==> src/rtl/ccr_pkg.sv <==
// Shared types and constants for the condition-code register controller.
// Flag layout is {C,N,Z}.
package ccr_pkg;

  localparam int CCR_C = 2;
  localparam int CCR_N = 1;
  localparam int CCR_Z = 0;

  localparam logic [1:0] JSEL_JZ  = 2'b00;
  localparam logic [1:0] JSEL_JN  = 2'b01;
  localparam logic [1:0] JSEL_JC  = 2'b10;
  localparam logic [1:0] JSEL_JMP = 2'b11;

  typedef enum logic [1:0] {
    ST_RUN     = 2'd0,
    ST_SAVE    = 2'd1,
    ST_RESTORE = 2'd2
  } ccr_state_e;

  function automatic logic jmp_cond(
    input logic [2:0] c,
    input logic [1:0] sel
  );
    logic r;
    case (sel)
      JSEL_JZ: r = c[CCR_Z];
      JSEL_JN: r = c[CCR_N];
      JSEL_JC: r = c[CCR_C];
      default: r = 1'b1;
    endcase
    return r;
  endfunction

endpackage

==> src/rtl/ccr_save_stack.sv <==
// Small LIFO holding CCR snapshots across nested interrupts.
// Full/empty are exported; misuse policy lives in the caller.
module ccr_save_stack #(
  parameter int DEPTH = 2
) (
  input  logic       clk,
  input  logic       rst,
  input  logic       push_i,
  input  logic       pop_i,
  input  logic [2:0] din_i,
  output logic [2:0] dout_o,
  output logic       full_o,
  output logic       empty_o
);

  localparam int PW = $clog2(DEPTH + 1);

  logic [PW-1:0] sp_q;
  logic [2:0]    mem_q [1<<PW];

  assign full_o  = (sp_q == PW'(DEPTH));
  assign empty_o = (sp_q == '0);
  assign dout_o  = mem_q[sp_q - 1'b1];

  always_ff @(posedge clk or posedge rst) begin
    if (rst) begin
      sp_q <= '0;
    end else if (push_i && !full_o) begin
      sp_q <= sp_q + 1'b1;
    end else if (pop_i && !empty_o) begin
      sp_q <= sp_q - 1'b1;
    end
  end

  always_ff @(posedge clk) begin
    if (push_i && !full_o) begin
      mem_q[sp_q] <= din_i;
    end
  end

endmodule

==> src/rtl/ccr_controller.sv <==
// Execute-stage CCR owner: flag commit, SETC/CLRC, branch decode, IRQ save/restore.
// Define CCR_JMP_CONSUME_EN to make taken JZ/JN/JC clear their tested flag.
module ccr_controller
  import ccr_pkg::*;
#(
  parameter int INT_DEPTH = 2
) (
  input  logic       clk,
  input  logic       rst,
  input  logic       alu_valid,
  input  logic [2:0] alu_ccr,
  input  logic [2:0] flag_mask,
  input  logic       setc,
  input  logic       clrc,
  input  logic       jmp_valid,
  input  logic [1:0] jmp_sel,
  input  logic       int_req,
  input  logic       rti,
  output logic [2:0] ccr,
  output logic       jmp_taken,
  output logic       busy,
  output logic       int_ack,
  output logic       rti_ack,
  output logic       stack_ovf,
  output logic       stack_unf
);

  ccr_state_e state_q;
  logic [2:0] ccr_q;
  logic [2:0] ccr_d;
  logic       int_ack_q;
  logic       rti_ack_q;
  logic       ovf_q;
  logic       unf_q;
  logic       ack_blk;
  logic       stk_push;
  logic       stk_pop;
  logic       stk_full;
  logic       stk_empty;
  logic [2:0] stk_dout;

  assign ccr       = ccr_q;
  assign busy      = (state_q != ST_RUN);
  assign int_ack   = int_ack_q;
  assign rti_ack   = rti_ack_q;
  assign stack_ovf = ovf_q;
  assign stack_unf = unf_q;
  assign jmp_taken = jmp_valid && (state_q == ST_RUN)
                  && jmp_cond(ccr_q, jmp_sel);

  // A request still held in the ack cycle belongs to the acked transfer
  assign ack_blk  = int_ack_q || rti_ack_q;
  assign stk_push = (state_q == ST_SAVE) && !stk_full;
  assign stk_pop  = (state_q == ST_RESTORE) && !stk_empty;

  always_comb begin
    ccr_d = ccr_q;
`ifdef CCR_JMP_CONSUME_EN
    if (jmp_valid && jmp_cond(ccr_q, jmp_sel)) begin
      case (jmp_sel)
        JSEL_JZ: ccr_d[CCR_Z] = 1'b0;
        JSEL_JN: ccr_d[CCR_N] = 1'b0;
        JSEL_JC: ccr_d[CCR_C] = 1'b0;
        default: ;
      endcase
    end
`endif
    if (alu_valid) begin
      ccr_d = (ccr_d & ~flag_mask) | (alu_ccr & flag_mask);
    end
    if (setc && !clrc) begin
      ccr_d[CCR_C] = 1'b1;
    end else if (clrc && !setc) begin
      ccr_d[CCR_C] = 1'b0;
    end
  end

  always_ff @(posedge clk or posedge rst) begin
    if (rst) begin
      state_q   <= ST_RUN;
      ccr_q     <= '0;
      int_ack_q <= 1'b0;
      rti_ack_q <= 1'b0;
      ovf_q     <= 1'b0;
      unf_q     <= 1'b0;
    end else begin
      int_ack_q <= 1'b0;
      rti_ack_q <= 1'b0;
      case (state_q)
        ST_RUN: begin
          ccr_q <= ccr_d;
          if (!ack_blk && int_req) begin
            state_q <= ST_SAVE;
          end else if (!ack_blk && rti) begin
            state_q <= ST_RESTORE;
          end
        end
        ST_SAVE: begin
          ccr_q     <= '0;
          int_ack_q <= 1'b1;
          if (stk_full) ovf_q <= 1'b1;
          state_q   <= ST_RUN;
        end
        ST_RESTORE: begin
          ccr_q     <= stk_empty ? 3'b000 : stk_dout;
          rti_ack_q <= 1'b1;
          if (stk_empty) unf_q <= 1'b1;
          state_q   <= ST_RUN;
        end
        default: state_q <= ST_RUN;
      endcase
    end
  end

  ccr_save_stack #(
    .DEPTH (INT_DEPTH)
  ) u_stack (
    .clk     (clk),
    .rst     (rst),
    .push_i  (stk_push),
    .pop_i   (stk_pop),
    .din_i   (ccr_q),
    .dout_o  (stk_dout),
    .full_o  (stk_full),
    .empty_o (stk_empty)
  );

endmodule

==> config.mk <==
export PLATFORM = sky130hd
export DESIGN_NAME = ccr_controller
export DESIGN_NICKNAME = d
export VERILOG_FILES = /design/src/rtl/ccr_pkg.sv /design/src/rtl/ccr_save_stack.sv /design/src/rtl/ccr_controller.sv
export SDC_FILE = /design/constraint.sdc
export NUM_CORES = 1
export LEC_CHECK = 0
export ABC_CLOCK_PERIOD_IN_PS = 2000
export BUFFER_PORTS_ARGS = -buffer_cell sky130_fd_sc_hd__buf_2
export CORE_UTILIZATION = 52
export CTS_CLUSTER_DIAMETER = 200
export DETAILED_ROUTE_END_ITERATION = 7
export PLACE_DENSITY_LB_ADDON = 0.12
export SYNTH_ARGS = -nofsm -noshare
export SYNTH_HDL_FRONTEND = slang
export SYNTH_SLANG_ARGS = --single-unit
==> constraint.sdc <==
create_clock -name clk -period 2 [get_ports clk]
set_input_delay 0.4 -clock clk [delete_from_list [all_inputs] [get_ports clk]]
set_output_delay 0.4 -clock clk [all_outputs]
set_load 0.05 [all_outputs]
==> results.yml <==
logic_synthesis:
  synth_xor_area_share_pct: 0.7559
  netlist_top_cells_area: "edfxtp_1 (31%), dfrtp_1 (24%), ha_1 (11%), mux4_2 (5.8%), inv_1 (3.6%)"
  synth_top_area_share_pct: 31.10
  synth_adder_area_share_pct: 10.80
  synth_mux_area_share_pct: 7.559
  ys_seq_elements: 23
  synth_top_family_by_area: "simple AND/OR/NAND/NOR gates"
  synth_compound_gate_area_share_pct: 8.855
  netlist_instances: 90
  ys_seq_area_share_pct: 54.86
  netlist.top_cell.by_area: "edfxtp_1"
  syn_area_per_cell_sq_um: 12.87
  syn_area_sq_um: 1159
  ys_warn_count: 0
  ys_types: 27
  synthSimpleGateAreaFrac_pct: 12.31
worst_hold_path:
  hp-class: "primary input to asynchronous set/reset pin"
sta:
  finalCritPeriodShare_pct: 94.40
  hold_viol: 0
  skew_ns: 0.003757
  slew_viol_final: 0
  setup_viol: 0
  grt_setup_unrepaired: "no"
  totalNegativeSetupSlack_ns: 0
  timing.fmax_ghz: 0.5297
  min_period_ns: 1.888
run_status:
  status: "completed"
clock_network:
  numCtsBuffers: 3
  clkLatencyLatePin_ns: 0.31
  cts_buffer_depth: 2
  root_buffer: "clkbuf_4"
  hold_buffers: 0
  h-tree-depth: 1
  cts.clk_slew.worst_paths_ns: 0.12
  cts_tree: "built"
  cts_sinks: 23
grt:
  use_met1_pct: 22.06
  antenna_found_initial: 0
  grt_max_degree: 14
  use_met3_pct: 3.738
  met2_usage_pct: 34.25
  first_global_vias: 780
  top_usage_layer: "met2"
  grt_usage_pct: 19.26
  grt.overflow.total: 0
  grt_pass1_wl_um: 3318
die:
  die_x_um: 49.20
  pin_count: 25
  core_area_sq_um: 2022
  rows: 16
  die-area_sq_um: 2421
  fp.dieH_um: 49.20
  start_util_pct: 57.30
critical_path:
  r2r_cells: 5
  cp_max_fo: 5
  r2r-start: "u_stack.sp_q[1]$_DFFE_PP0P_"
  worst_path_max_delay_cell: "dfrtp_1"
  slowest_delay_ns: 0.44
  cp-start-kind: "flip-flop"
  crit_path_end_kind: "output pin"
  cp.arrival_ns: 1.49
  cp_num_buf_inv: 2
  cp_num_cells: 4
  startpoint: "state_q[0]$_DFFE_PP0P_"
  path_class: "flip-flop to output pin"
  worstPathCellList: "inv_1 > ha_1 > and3_1 > clkbuf_4"
  critPathTopFamily: "flip-flops"
  crit_required_ns: 1.60
detailed_routing:
  routed_via_density: 5.297
  antenna_left: 0
  drc_errors: 0
  wl_um: 2094
  drt-pass1-iter-count: 4
  vias: 784
  drt_first_iter_violations: 15
  routedWlPerCell_um: 14.15
final_layout:
  seq_area_sq_um: 636.9
  antenna_cells: 0
  drive_above_1_share_pct: 28.10
  fin_area_sq_um: 1355
  areaGrowthSynthToFinish_pct: 16.95
  final_nets: 148
  nFillCells: 162
  multiInputGateArea_sq_um: 478.0
placed_design:
  dpl_cell_area_sq_um: 1324
  place_congestion: 0.7791
  port_buffers: 24
  dp_hpwl_um: 1647
pwr:
  powerDensity_nw_per_um2: 1584
  peakVddDrop_mv: 1.084
  p_leak_nw: 0.6427
run:
  maxCapViolations: 0
## cell type report
cell class,count,share of cell area [%]
Clock buffer,3,1.662
Clock inverter,1,0.3693
Inverter,11,3.047
Multi-Input combinational cell,57,35.27
Sequential cell,23,47.00
Tap cell,27,2.493
Timing Repair Buffer,26,10.16
## where the power goes
group | switching [mW] | internal (mW)
registers | 0.117 | 0.692
logic | 0.698 | 0.425
clock network | 0.139 | 0.0749
## cell usage after synthesis
library cell,number
nor3_1,2
o21ai_0,3
and4_1,1
ha_1,10
edfxtp_1,12
buf_6,1
a21o_1,2
dfrtp_1,11
o21bai_1,1
o32a_1,2
and3b_1,1
nor2_1,4
nand2b_1,1
mux4_2,3
a21oi_1,3
inv_1,11
o211a_1,1
a221o_1,2
nor2b_1,3
mux2i_1,2
xnor2_1,1
nor3b_1,3
and2_1,5
conb_1,1
and3_1,1
nand3b_1,1
nand2_1,2
## registers in the layout, indices dropped and copies added, names as in the netlist, named ones only
name / count
stack_ovf: 1
state_q: 2
int_ack: 1
u_stack.mem_q: 12
ccr: 1
stack_unf: 1
rti_ack: 1
u_stack.sp_q: 2
## logic make-up after synthesis
logic type / count (synthesis)
fa+ha+maj: 10
simple gates: 24
mux: 5
flops: 23
other cells: 1
compound gates: 14
buf+inv: 12
xor+xnor: 1
## worst reg2reg max path: cells and delay by family, from the launching register on
family | cells | cell delay (ns)
AND/OR/NAND/NOR | 1 | 0.18
adder cells (fa/ha/maj) | 1 | 0.37
AO/OA/AOI/OAI | 1 | 0.34
multiplexers | 1 | 0.34
flip-flops | 1 | 0.42
buffers and inverters | 1 | 0.08
## repair_timing
action,CTS,global route
setup buffers,0,0
setup endpoints to repair,0,1
gates resized for setup,0,2
## worst paths after layout
check | endpoint | slack [ns]
hold / removal | state_q[1]$_DFFE_PP0P_ | 0.05
min in group clk | state_q[0]$_DFFE_PP0P_ | 0.33
max in group asynchronous | ccr[2]$_DFFE_PP0P_ | 1.64
setup / recovery | jmp_taken | 0.11
setup reg to reg | flip-flop | 0.18
hold reg to reg | stack_ovf$_DFFE_PP0P_ | 0.47
## cell usage in the layout, fill, tap and decap left out, drive strengths merged
master | netlist | routed
mux2i | 2 | 2
nand3b | 1 | 1
nor3b | 3 | 3
and4 | 1 | 1
mux4 | 3 | 3
nand2 | 2 | 2
conb | 1 | 3
nor3 | 2 | 2
nand2b | 1 | 1
buf | 1 | 25
dfrtp | 11 | 11
ha | 10 | 10
edfxtp | 12 | 12
nor2b | 3 | 3
o21ai | 3 | 3
and2 | 5 | 5
o211a | 1 | 1
clkbuf | 0 | 4
a21oi | 3 | 3
o21bai | 1 | 1
clkinv | 0 | 1
a221o | 2 | 2
and3b | 1 | 1
o32a | 2 | 2
inv | 11 | 11
a21o | 2 | 2
nor2 | 4 | 4
xnor2 | 1 | 1
and3 | 1 | 1
## routing by layer
layer  share of wire [%]  wire length (um)  up-vias
met5                   0                 0        -
met4                 2.6                54        0
met3                 5.2               108        6
met2                  50              1038       33
met1                  43               893      367
li1                    -                 -      378
## stage by stage
step / power, mW / std cells / hold slack [ns] / setup slack (ns) / util [%]
3_3_place_gp: 1.906 / 144 / 0.4067 / 0.2951 / 65.47
6_report: 2.146 / 148 / 0.04744 / 0.1120 / 67.02
4_1_cts: 2.148 / 148 / 0.06623 / 0.08194 / 66.83
2_1_floorplan: 1.659 / 92 / 0.2524 / 0.1810 / -
3_5_place_dp: 1.942 / 144 / 0.4084 / 0.1966 / 65.47
5_1_grt: 2.289 / 148 / 0.07840 / 0.01196 / 67.02
No activity file was read; power rests on OpenSTA's default activity.
